**src/rtl/writeback_stage.sv**
```systemverilog
// writeback_stage: W pipeline register plus result selection and load formatting.
// Optional retired-instruction counter enabled by defining WB_RETIRE_CNT_EN;
// without it retire_cnt is tied to zero and no counter flops exist.
module writeback_stage #(
    parameter int DATA_W     = 16,
    parameter int REG_ADDR_W = 4
) (
    input  logic                  clk,
    input  logic                  rst,
    input  logic                  valid_m,
    input  logic                  stall_w,
    input  logic                  flush_w,
    input  logic [1:0]            ResultSrcM,
    input  logic [1:0]            LoadTypeM,
    input  logic                  RegWriteM,
    input  logic [REG_ADDR_W-1:0] RdM,
    input  logic [DATA_W-1:0]     ALU_ResultM,
    input  logic [DATA_W-1:0]     ReadDataM,
    input  logic [DATA_W-1:0]     PCPlus4M,
    input  logic [DATA_W-1:0]     ImmExtM,
    output logic [DATA_W-1:0]     ResultW,
    output logic [REG_ADDR_W-1:0] RdW,
    output logic                  RegWriteW,
    output logic                  valid_w,
    output logic [31:0]           retire_cnt
);

    localparam int NLANES = DATA_W / 8;
    localparam int OFF_W  = (NLANES > 1) ? $clog2(NLANES) : 1;

    typedef enum logic [1:0] {SRC_ALU, SRC_LOAD, SRC_PC4, SRC_IMM} src_e;
    typedef enum logic [1:0] {LD_WORD, LD_SB, LD_UB, LD_WORD_ALT} ltype_e;

    logic                  valid_q,    valid_d;
    src_e                  src_q,      src_d;
    ltype_e                ltype_q,    ltype_d;
    logic                  regwrite_q, regwrite_d;
    logic [REG_ADDR_W-1:0] rd_q,       rd_d;
    logic [DATA_W-1:0]     alu_q,      alu_d;
    logic [DATA_W-1:0]     rdata_q,    rdata_d;
    logic [DATA_W-1:0]     pc4_q,      pc4_d;
    logic [DATA_W-1:0]     imm_q,      imm_d;
    logic [OFF_W-1:0]      off_q,      off_d;

    logic [7:0]            byte_lane;
    logic [DATA_W-1:0]     load_val;

    // Next-state of the W register: flush squashes, stall holds, otherwise load.
    always_comb begin
        valid_d    = valid_q;
        src_d      = src_q;
        ltype_d    = ltype_q;
        regwrite_d = regwrite_q;
        rd_d       = rd_q;
        alu_d      = alu_q;
        rdata_d    = rdata_q;
        pc4_d      = pc4_q;
        imm_d      = imm_q;
        off_d      = off_q;
        if (flush_w) begin
            valid_d = 1'b0;
        end else if (!stall_w) begin
            valid_d    = valid_m;
            src_d      = src_e'(ResultSrcM);
            ltype_d    = ltype_e'(LoadTypeM);
            regwrite_d = RegWriteM;
            rd_d       = RdM;
            alu_d      = ALU_ResultM;
            rdata_d    = ReadDataM;
            pc4_d      = PCPlus4M;
            imm_d      = ImmExtM;
            off_d      = ALU_ResultM[OFF_W-1:0];
        end
    end

    // W register with synchronous reset clearing every field.
    always_ff @(posedge clk) begin
        if (rst) begin
            valid_q    <= 1'b0;
            src_q      <= SRC_ALU;
            ltype_q    <= LD_WORD;
            regwrite_q <= 1'b0;
            rd_q       <= '0;
            alu_q      <= '0;
            rdata_q    <= '0;
            pc4_q      <= '0;
            imm_q      <= '0;
            off_q      <= '0;
        end else begin
            valid_q    <= valid_d;
            src_q      <= src_d;
            ltype_q    <= ltype_d;
            regwrite_q <= regwrite_d;
            rd_q       <= rd_d;
            alu_q      <= alu_d;
            rdata_q    <= rdata_d;
            pc4_q      <= pc4_d;
            imm_q      <= imm_d;
            off_q      <= off_d;
        end
    end

    // Byte-lane extraction and sign/zero extension of the registered load word.
    always_comb begin
        byte_lane = '0;
        for (int unsigned i = 0; i < NLANES; i++) begin
            if (off_q == OFF_W'(i)) byte_lane = rdata_q[i*8 +: 8];
        end
        case (ltype_q)
            LD_SB:   load_val = {{(DATA_W-8){byte_lane[7]}}, byte_lane};
            LD_UB:   load_val = {{(DATA_W-8){1'b0}}, byte_lane};
            default: load_val = rdata_q;
        endcase
    end

    // Writeback value selected purely from registered fields.
    always_comb begin
        case (src_q)
            SRC_ALU:  ResultW = alu_q;
            SRC_LOAD: ResultW = load_val;
            SRC_PC4:  ResultW = pc4_q;
            SRC_IMM:  ResultW = imm_q;
            default:  ResultW = alu_q;
        endcase
    end

    assign RdW       = rd_q;
    assign valid_w   = valid_q;
    assign RegWriteW = valid_q & regwrite_q & (rd_q != '0);

`ifdef WB_RETIRE_CNT_EN
    logic [31:0] retire_cnt_q, retire_cnt_d;

    // Count each valid instruction accepted into W; wraps naturally at 2^32.
    always_comb begin
        retire_cnt_d = retire_cnt_q;
        if (valid_m && !flush_w && !stall_w) retire_cnt_d = retire_cnt_q + 32'd1;
    end

    // Retire counter register, cleared by reset.
    always_ff @(posedge clk) begin
        if (rst) retire_cnt_q <= '0;
        else     retire_cnt_q <= retire_cnt_d;
    end

    assign retire_cnt = retire_cnt_q;
`else
    assign retire_cnt = '0;
`endif

endmodule

```
**config.mk**
```make
export PLATFORM = sky130hd
export DESIGN_NAME = writeback_stage
export DESIGN_NICKNAME = d
export VERILOG_FILES = /design/src/rtl/writeback_stage.sv
export SDC_FILE = /design/constraint.sdc
export NUM_CORES = 1
export LEC_CHECK = 0
export ABC_AREA = 1
export CELL_PAD_IN_SITES_DETAIL_PLACEMENT = 1
export CELL_PAD_IN_SITES_GLOBAL_PLACEMENT = 2
export CORE_UTILIZATION = 25
export CTS_CLUSTER_DIAMETER = 30
export CTS_CLUSTER_SIZE = 28
export DETAILED_ROUTE_END_ITERATION = 10
export PLACE_DENSITY_LB_ADDON = 0.08
export SLEW_MARGIN = 20
export SYNTH_ARGS = -nofsm -noshare
export SYNTH_HDL_FRONTEND = slang
export SYNTH_SLANG_ARGS = --single-unit
```
**constraint.sdc**
```tcl
create_clock -name clk -period 3.4 [get_ports clk]
set_clock_uncertainty 0.05 [all_clocks]
set_input_delay 0.68 -clock clk [delete_from_list [all_inputs] [get_ports clk]]
set_output_delay 0.68 -clock clk [all_outputs]
set_load 0.01 [all_outputs]
```
* Word-level counts from Yosys, hierarchy flattened *
Cells that the tools add are included.

word-level totals
  register bits after elaboration = 75
  bits of input ports = 78
  output and inout port bits = 54
  word-level logic and storage cells = 26

operators by class
  equal/unequal tests = 5
  muxes and demuxes = 3
  bitwise operators = 4
  reductions and logical operators = 4

operators by type and width
  cell                                            count
  one-hot mux 16 bit (4 select lines)             1
  one-hot mux 16 bit (2 select lines)             1
  two-way mux 8 bit                               1
  == test 2 bit (second input constant)           3
  == test 2 x 1 -> 1 bit (second input constant)  2
  nonzero test 4 bit                              1
  bitwise AND 1 bit                               2
  logical NOT 2 bit                               1
  inverter 1 bit                                  2
  AND reduction 2 bit                             1
  OR reduction 2 bit                              1

* Logic depth before layout (Yosys ltp) *
Gate-level depths: netlist (run 1).

  depth after elaboration = 3
  mapped depth = 8
  gate-level depth less buffers = 8

* Least setup slack after synthesis (run 1) *
OpenSTA, ideal clock, no wires.

  path kind = reg-to-output
  start = reg ltype_q[0]
  end = out ResultW[12]
  arrival = 1.323 ns
  required time = 2.670 ns
  setup slack = 1.347 ns
  stages on the path, launching flop included = 9
  buffers on the path = 1
  path through = dfxtp_1 > inv_1 > ha_1 > inv_2 > buf_2 > nor2_1 > nor2_1 > nand3_1 > nand3b_1

on the way
  cells in the longest elaborated chain, start to end = 3
  elaborated cells between the ends (all ways) = 4
  those cells by class = eq/ne: 2; mux: 2

ends and longest elaborated chain
  element                                                         line  RTL
  start, declared                                                 36    ltype_e ltype_q, ltype_d;
  start signal, assigned                                          92    ltype_q <= ltype_d;
  == test 2 bit / == test 2 x 1 -> 1 bit (equally long branches)  109   case (ltype_q)
  one-hot mux 16 bit (2 select lines) *                           109
  one-hot mux 16 bit (4 select lines) *                           118   case (src_q)
  end, declared                                                   21    output logic [DATA_W-1:0] ResultW,

Every way passes the cells marked *; elsewhere a longest branch is shown, timed or not.

* Worst setup path after layout (run 1) *
  start = reg ltype_q[0]
  end = out ResultW[7]

Same word-level chain as after synthesis.

==> results of run 1 <==
## power groups by stage
stage / registers, mW / clock network (mW) / logic [mW]
3_3_place_gp: 0.962 / 0 / 0.341
6_report: 0.944 / 1.02 / 0.339
3_5_place_dp: 0.963 / 0 / 0.344
5_1_grt: 0.949 / 1.10 / 0.377
2_1_floorplan: 0.947 / 0 / 0.211
4_1_cts: 0.944 / 1.06 / 0.346
## sequential cells by signal (all words and copies together), names as in the netlist
signal,flops
RdW,4
alu_q,16
imm_q,16
ltype_q,2
pc4_q,16
rdata_q,16
regwrite_q,1
src_q,2
valid_w,1
## cell usage in the layout, fill, tap and decap left out, types with 5 or more instances in the layout
cell	instances
dfxtp_1	73
nand3b_1	15
nand3_1	37
inv_1	11
buf_4	6
clkbuf_16	9
clkdlybuf4s50_1	98
a211oi_1	7
nand2_1	198
a21oi_1	66
conb_1	32
inv_2	5
nor2_1	27
## cell families after synthesis
family / synth area share (%)
adder cells (fa/ha/maj): 0.699
other: 0.105
AND/OR/NAND/NOR: 33.1
buffers and inverters: 13.1
AO/OA/AOI/OAI: 11.6
flip-flops: 41.4
## per-layer routing
metal	wire length, um	global-route usage, %	share of wire (%)	up-vias
li1	-	-	-	1752
met1	5230	19.9	46	1582
met2	5530	27.7	49	69
met3	459	3.46	4.0	11
met4	148	5.56	1.3	0
met5	0	0	0	-
## path summary, 6_finish.rpt
kind         cells past startpoint                    start                endpoint
min reg2reg                      2   alu_q[11]$_SDFFE_PP0P_  alu_q[11]$_SDFFE_PP0P_
max reg2reg                      2    src_q[1]$_SDFFE_PP0P_   src_q[1]$_SDFFE_PP0P_
max                              7  ltype_q[0]$_SDFFE_PP0P_              ResultW[7]
min                              2   alu_q[11]$_SDFFE_PP0P_  alu_q[11]$_SDFFE_PP0P_
## final cells by class
| cell class | instances | area [um^2] |
|---|---|---|
| clock buffer | 11 | 243 |
| inverter | 16 | 60.1 |
| fill | 1730 | 9060 |
| multi-input combinational | 393 | 1750 |
| sequential | 74 | 1480 |
| clock inverter | 5 | 77.6 |
| tap | 180 | 225 |
| timing repair buffer | 105 | 1030 |
## critical path, stage by stage (launching register included)
cell             delay [ns]
dfxtp_1                0.34
inv_1                  0.06
ha_1                   0.31
inv_2                  0.27
nand3_1                0.37
nand3_1                0.20
nand3_1                0.10
clkdlybuf4s50_1        0.49
==> impl_metrics.json, run 1 <==
{
  "hp-class": "register to register",
  "crit_path_end_kind": "output port",
  "overflow": 0,
  "final_nets": 679,
  "finalCritPeriodShare_pct": 94.3,
  "place_congestion": 0.764,
  "criticalPathCategory": "register to output port",
  "clockBufferDepth": 2,
  "die_h_um": 122,
  "dpl_cell_area_mm2": 0.00455,
  "synth_edf_count": 0,
  "swShare_pct": 24.8,
  "grt_max_degree": 43,
  "ys_seq_area_share_pct": 41.4,
  "cts_root_buf": "clkbuf_16",
  "num_io_pins": 132,
  "drive_gt1_share_pct": 5.79,
  "synthTopCellsByArea": "dfxtp_1 41%, nand2_1 21%, a21oi_1 9.2%, buf_4 8.2%, nand3_1 5.2%",
  "core_mm2": 0.0139,
  "drt_iter0_drc": 115,
  "status": "finished clean",
  "period_minus_slack_ns": 3.21,
  "rrSetupSlack_ns": 2.34,
  "clock_power_share_pct": 44.4,
  "start_kind": "register",
  "rsz0062_at_grt": "false",
  "synth.distinct_cells": 24,
  "cts_setup_buffers": 0,
  "synth_ff_type": "dfxtp_1",
  "routed_via_density": 4.35,
  "place_ws_ns": 0.517,
  "slew_headroom_pct": 53.3,
  "first_pass_iters": 4,
  "internal-power_mw": 1.73,
  "portBuffers": 99,
  "crit_required_ns": 2.67,
  "fin_cells": 784,
  "htreeDepth": 3,
  "num_rows": 43,
  "clock_sinks": 74,
  "ys.warnings.count": 0,
  "synth_top_area_share_pct": 41.4,
  "power_density_mw_per_mm2": 473,
  "antenna_found_initial": 0,
  "synth_area_mm2": 0.00358,
  "cts_made_buffers": 9,
  "async_flop_share_pct": 0,
  "tritoncts": "done",
  "chipWidth_um": 122,
  "wl_per_cell_um": 14.5,
  "vias": 3414,
  "n_antenna_cell": 0,
  "synth_cells": 515,
  "finalHoldViolCount": 0,
  "worst_slack_ns": 0.193,
  "setup_tns_ns": 0,
  "crit_fanout": 19,
  "grt.total_usage_pct": 16.1,
  "die_area_mm2": 0.0148,
  "cts-resized-gates": 0,
  "areaGrowthSynthToFinish_pct": 36.0,
  "cts_hold_buffers": 0,
  "slew_viol_final": 0,
  "grt_pass1_vias": 3517,
  "clock.fmax_mhz": 312,
  "syn_area_per_cell_um2": 6.95,
  "p_seq_share_pct": 40.9,
  "tightest_slew_ns": 0.701,
  "yosysMostFrequentCell": "nand2_1",
  "ys_top_cells_by_count": "198 x nand2_1, 74 x dfxtp_1, 66 x a21oi_1",
  "cap_violations": 0,
  "combPwrFrac_pct": 14.7,
  "p_leak_nw": 1.91,
  "p_total_mw": 2.31,
  "clkSlewWorstSetupHoldPaths_ns": 0.06,
  "ys_seq_elements": 74,
  "start_util_pct": 25.7,
  "routed_wl_mm": 11.4,
  "p_sw_uw": 572,
  "ir_worst_vdd_mv": 0.208,
  "drc": 0,
  "post-route-util_pct": 35.0,
  "setup_viol": 0,
  "critPathArrivalTime_ns": 2.48,
  "place_inst": 768,
  "yosysTopAreaCell": "dfxtp_1",
  "stdcell_area_mm2": 0.00487,
  "drtAntennaViolNets": 0,
  "hold_slack_ns": 0.412,
  "place_hpwl_mm": 8.57,
  "grt_pass1_wl_mm": 18.1,
  "clock_latency_ns": 0.33
}
Power figures use the tool's default switching activity.
==> run 2: changes to the inputs <==
- CORE_UTILIZATION: 25 -> 21
- CTS_CLUSTER_DIAMETER: 30 -> 60
- clock period: 3.4 -> 2.8 ns (I/O delays scaled with it)
==> impl_metrics.json, run 2 (same netlist as run 1, synthesis figures left out) <==
{
  "period_minus_slack_ns": 2.64,
  "clkSlewWorstSetupHoldPaths_ns": 0.06,
  "drc": 0,
  "critPathMaxStageDelay_ns": 0.34,
  "htreeDepth": 3,
  "routed_wl_mm": 12.2,
  "clockBufferDepth": 2,
  "grt_pass1_wl_mm": 19.2,
  "setup_viol": 0,
  "vias": 3416,
  "die_h_um": 133,
  "crit_top_cell": "nor2_1",
  "num_rows": 47,
  "areaGrowthSynthToFinish_pct": 37.9,
  "grt_pass1_vias": 3586,
  "drtAntennaViolNets": 0,
  "tritoncts": "done",
  "rsz0062_at_grt": "false",
  "finalCritPeriodShare_pct": 94.3,
  "start_util_pct": 21.5,
  "crit_required_ns": 2.19,
  "cap_violations": 0,
  "chipWidth_um": 133,
  "p_leak_nw": 2.03,
  "cts_root_buf": "clkbuf_16",
  "cts_made_buffers": 9,
  "place_congestion": 0.743,
  "start_kind": "register",
  "dpl_cell_area_mm2": 0.00464,
  "drt_iter0_drc": 104,
  "clock.fmax_mhz": 379,
  "crit_path_end_kind": "output port",
  "final_cell_mix": "197 x nand2_1, 82 x clkdlybuf4s50_1, 74 x dfxtp_1",
  "ir_worst_vdd_mv": 0.279,
  "slew_viol_final": 0,
  "n_antenna_cell": 0,
  "portBuffers": 99,
  "status": "finished clean",
  "clock_latency_ns": 0.34,
  "hp-class": "register to register",
  "num_io_pins": 132,
  "first_pass_iters": 4,
  "place_hpwl_mm": 9.10,
  "grt_max_degree": 75,
  "fill_cells": 2053,
  "drive_gt1_share_pct": 7.01,
  "finalHoldViolCount": 0,
  "slowest_stage": "dfxtp_1",
  "power_density_mw_per_mm2": 533,
  "grt.total_usage_pct": 14.4,
  "routed_via_density": 4.10,
  "core_mm2": 0.0166,
  "die_area_mm2": 0.0176,
  "clock_sinks": 74,
  "layout_commonest_cell": "nand2_1",
  "overflow": 0,
  "final_nets": 688,
  "cp_cell_sequence": "inv_1, ha_1, clkinv_4, buf_4, nor2_1, nor2_1, nand3_1, nand3b_1, dlygate4sd2_1",
  "critPathArrivalTime_ns": 2.03,
  "stdcell_area_mm2": 0.00494,
  "criticalPathCategory": "register to output port",
  "hold_slack_ns": 0.409,
  "antenna_found_initial": 0,
  "wl_per_cell_um": 14.6,
  "crit_fanout": 11
}
==> run 2: cell count changes in the layout (fill, tap and decap cells not counted), moves of 2 or more <==
cell / delta
clkinv_4: +2
bufinv_16: -2
clkdlybuf4s50_1: -16
buf_4: +8
dlygate4sd2_1: +14
dlymetal6s2s_1: +2
==> run 2: layout make-up <==
cell class / instances / area, um^2 / share of cell area, %
clock buffer: 11 / 233 / 4.71
clock inverter: 5 / 31.3 / 0.633
inverter: 16 / 65.1 / 1.32
multi-input combinational: 393 / 1750 / 35.5
sequential: 74 / 1480 / 30.0
tap: 220 / 275 / 5.57
timing repair buffer: 114 / 1100 / 22.2
==> run 2: final timing paths <==
| path | to | start | depth (start not counted) | slack (ns) |
|---|---|---|---|---|
| max reg2reg | src_q[0]$_SDFFE_PP0P_ | src_q[0]$_SDFFE_PP0P_ | 2 | 1.78 |
| max | ResultW[10] | ltype_q[0]$_SDFFE_PP0P_ | 9 | 0.16 |
| min reg2reg | imm_q[1]$_SDFFE_PP0P_ | imm_q[1]$_SDFFE_PP0P_ | 2 | 0.41 |
| min | imm_q[1]$_SDFFE_PP0P_ | imm_q[1]$_SDFFE_PP0P_ | 2 | 0.41 |
==> run 2: report_power, final <==
group	internal (mW)	switching [mW]	total, mW	leakage [nW]
clock network	0.597	0.457	1.05	0.129
registers	1.10	0.0334	1.14	0.606
logic	0.208	0.231	0.439	1.29
==> run 2: repair_timing <==
item,CTS,global route
hold buffers,0,0
resized for setup,16,3
pin swaps,0,0
buffers inserted,5,0
setup endpoints to repair,16,2
==> run 2: metal layers <==
metal  wire length, um  up-vias  GRT usage (%)  share of wire (%)
li1                  -     1774              -                  -
met1              5760     1555           18.3                 47
met2              5820       78           24.0                 48
met3               481        9           3.87                4.0
met4               118        0           3.64               0.97
met5                 0        -              0                  0
==> run 2: critical path, delay by kind of cell (launching register included) <==
| kind | cells | cell delay, ns |
|---|---|---|
| adder cells (fa/ha/maj) | 1 | 0.34 |
| buffers and inverters | 4 | 0.66 |
| AND/OR/NAND/NOR | 4 | 0.33 |
| flip-flops | 1 | 0.34 |
==> run 2: metrics by stage <==
step                power, mW  instances  utilization, %  setup TNS (ns)  worst slack (ns)
floorplan                1.41        546               -               0             0.867
global placement         1.60        812            27.9               0             0.194
detailed placement       1.61        812            27.9               0             0.155
CTS                      2.68        833            29.6          -0.132           -0.0660
global route             2.77        833            29.7               0           0.00318
finish                   2.63        833            29.7               0             0.160
==> run 3: changes to the inputs <==
- SKIP_CTS_REPAIR_TIMING: unset -> 1
==> impl_metrics.json, run 3 (same netlist as run 1, synthesis figures left out) <==
{
  "finalCritPeriodShare_pct": 99.5,
  "die_h_um": 133,
  "routed_wl_mm": 12.2,
  "antenna_found_initial": 0,
  "die_area_mm2": 0.0176,
  "p_seq_share_pct": 43.2,
  "drtAntennaViolNets": 0,
  "clock_latency_ns": 0.35,
  "cts_made_buffers": 9,
  "ir_worst_vdd_mv": 0.279,
  "rsz0062_at_grt": "true",
  "internal-power_mw": 1.91,
  "cts_root_buf": "clkbuf_16",
  "final_nets": 686,
  "clock_sinks": 74,
  "worst_slack_ns": 0.0137,
  "num_rows": 47,
  "final_cell_mix": "197 x nand2_1, 84 x clkdlybuf4s50_1, 74 x dfxtp_1",
  "p_leak_nw": 2.16,
  "swShare_pct": 27.4,
  "criticalPathCategory": "register to output port",
  "routed_via_density": 4.10,
  "portBuffers": 99,
  "areaGrowthSynthToFinish_pct": 39.1,
  "core_mm2": 0.0166,
  "layout_commonest_cell": "nand2_1",
  "hp-class": "register to register",
  "post-route-util_pct": 29.9,
  "drive_gt1_share_pct": 6.87,
  "clockBufferDepth": 2,
  "wl_per_cell_um": 14.7,
  "htreeDepth": 3,
  "drt_iter0_drc": 114,
  "setup_tns_ns": 0,
  "grt_pass1_wl_mm": 19.1,
  "place_congestion": 0.743,
  "first_pass_iters": 4,
  "start_kind": "register",
  "finalHoldViolCount": 0,
  "crit_required_ns": 2.19,
  "start_util_pct": 21.5,
  "combPwrFrac_pct": 16.8,
  "slew_viol_final": 0,
  "status": "finished clean",
  "setup_viol": 0,
  "critPathArrivalTime_ns": 2.18,
  "p_sw_uw": 723,
  "grt.total_usage_pct": 14.3,
  "fin_cells": 831,
  "period_minus_slack_ns": 2.79,
  "chipWidth_um": 133,
  "n_antenna_cell": 0,
  "vias": 3410,
  "clkSlewWorstSetupHoldPaths_ns": 0.06,
  "grt_max_degree": 75,
  "tritoncts": "done",
  "num_io_pins": 132,
  "cap_violations": 0,
  "power_density_mw_per_mm2": 529,
  "clock.fmax_mhz": 359,
  "grt_pass1_vias": 3555,
  "place_ws_ns": 0.155,
  "place_hpwl_mm": 9.10,
  "crit_fanout": 7,
  "place_inst": 812,
  "drc": 0,
  "crit_path_end_kind": "output port",
  "clock_power_share_pct": 40.0,
  "overflow": 0
}
-- run 3: cell types whose count changed in the layout (fill, tap and decap cells not counted), sizes merged --
cell           previous run  this run
clkinv                    5         6
dlygate4sd2              14         0
clkdlybuf4s50            82        84
buf                      16        13
dlymetal6s2s              2        14
-- run 3: critical path: stages (launching register included) --
cell             delay [ns]
dfxtp_1                0.34
inv_1                  0.09
ha_4                   0.31
clkinv_4               0.09
a21oi_4                0.26
nand2_1                0.09
nand3b_1               0.10
clkdlybuf4s50_1        0.55
-- run 3: worst paths after layout --
path	cells past startpoint	endpoint	slack (ns)	from
setup / recovery	7	ResultW[6]	0.01	ltype_q[0]$_SDFFE_PP0P_
hold / removal	2	imm_q[1]$_SDFFE_PP0P_	0.41	imm_q[1]$_SDFFE_PP0P_
setup reg to reg	2	src_q[0]$_SDFFE_PP0P_	1.78	src_q[0]$_SDFFE_PP0P_
hold reg to reg	2	imm_q[1]$_SDFFE_PP0P_	0.41	imm_q[1]$_SDFFE_PP0P_
-- run 3: layer usage --
| metal | GRT usage [%] | part of all wire [%] | vias to the layer above | wire length (um) |
|---|---|---|---|---|
| met5 | 0 | 0 | - | 0 |
| met1 | 18.3 | 47 | 1556 | 5760 |
| met2 | 23.8 | 48 | 77 | 5850 |
| met4 | 3.64 | 0.97 | 0 | 118 |
| li1 | - | - | 1768 | - |
| met3 | 3.83 | 3.9 | 9 | 480 |
-- run 3: power by group through the flow --
stage          Sequential [mW]  Clock [mW]  Combinational, mW
2_1_floorplan             1.15           0              0.256
3_3_place_gp              1.16           0              0.441
3_5_place_dp              1.16           0              0.444
4_1_cts                   1.14        1.09              0.445
5_1_grt                   1.14        1.14              0.490
6_report                  1.14        1.05              0.443
-- run 3: area by class of cell --
type,count,area [um^2]
inverters,16,65.1
repair inverters,1,5.00
fillers,2038,11700
clock inverters,5,31.3
multi-input cells,393,1770
repair buffers,111,1120
flip-flops and latches,74,1480
clock buffers,11,233
well taps,220,275
-- run 3: per-stage QoR --
stage | power, mW | instance area (um^2) | hold WS (ns)
after floorplan | 1.41 | 3700 | 0.390
after global placement | 1.60 | 4640 | 0.402
after detailed placement | 1.61 | 4640 | 0.406
after CTS | 2.68 | 4910 | 0.415
after global routing | 2.77 | 4980 | 0.434
final | 2.64 | 4980 | 0.409
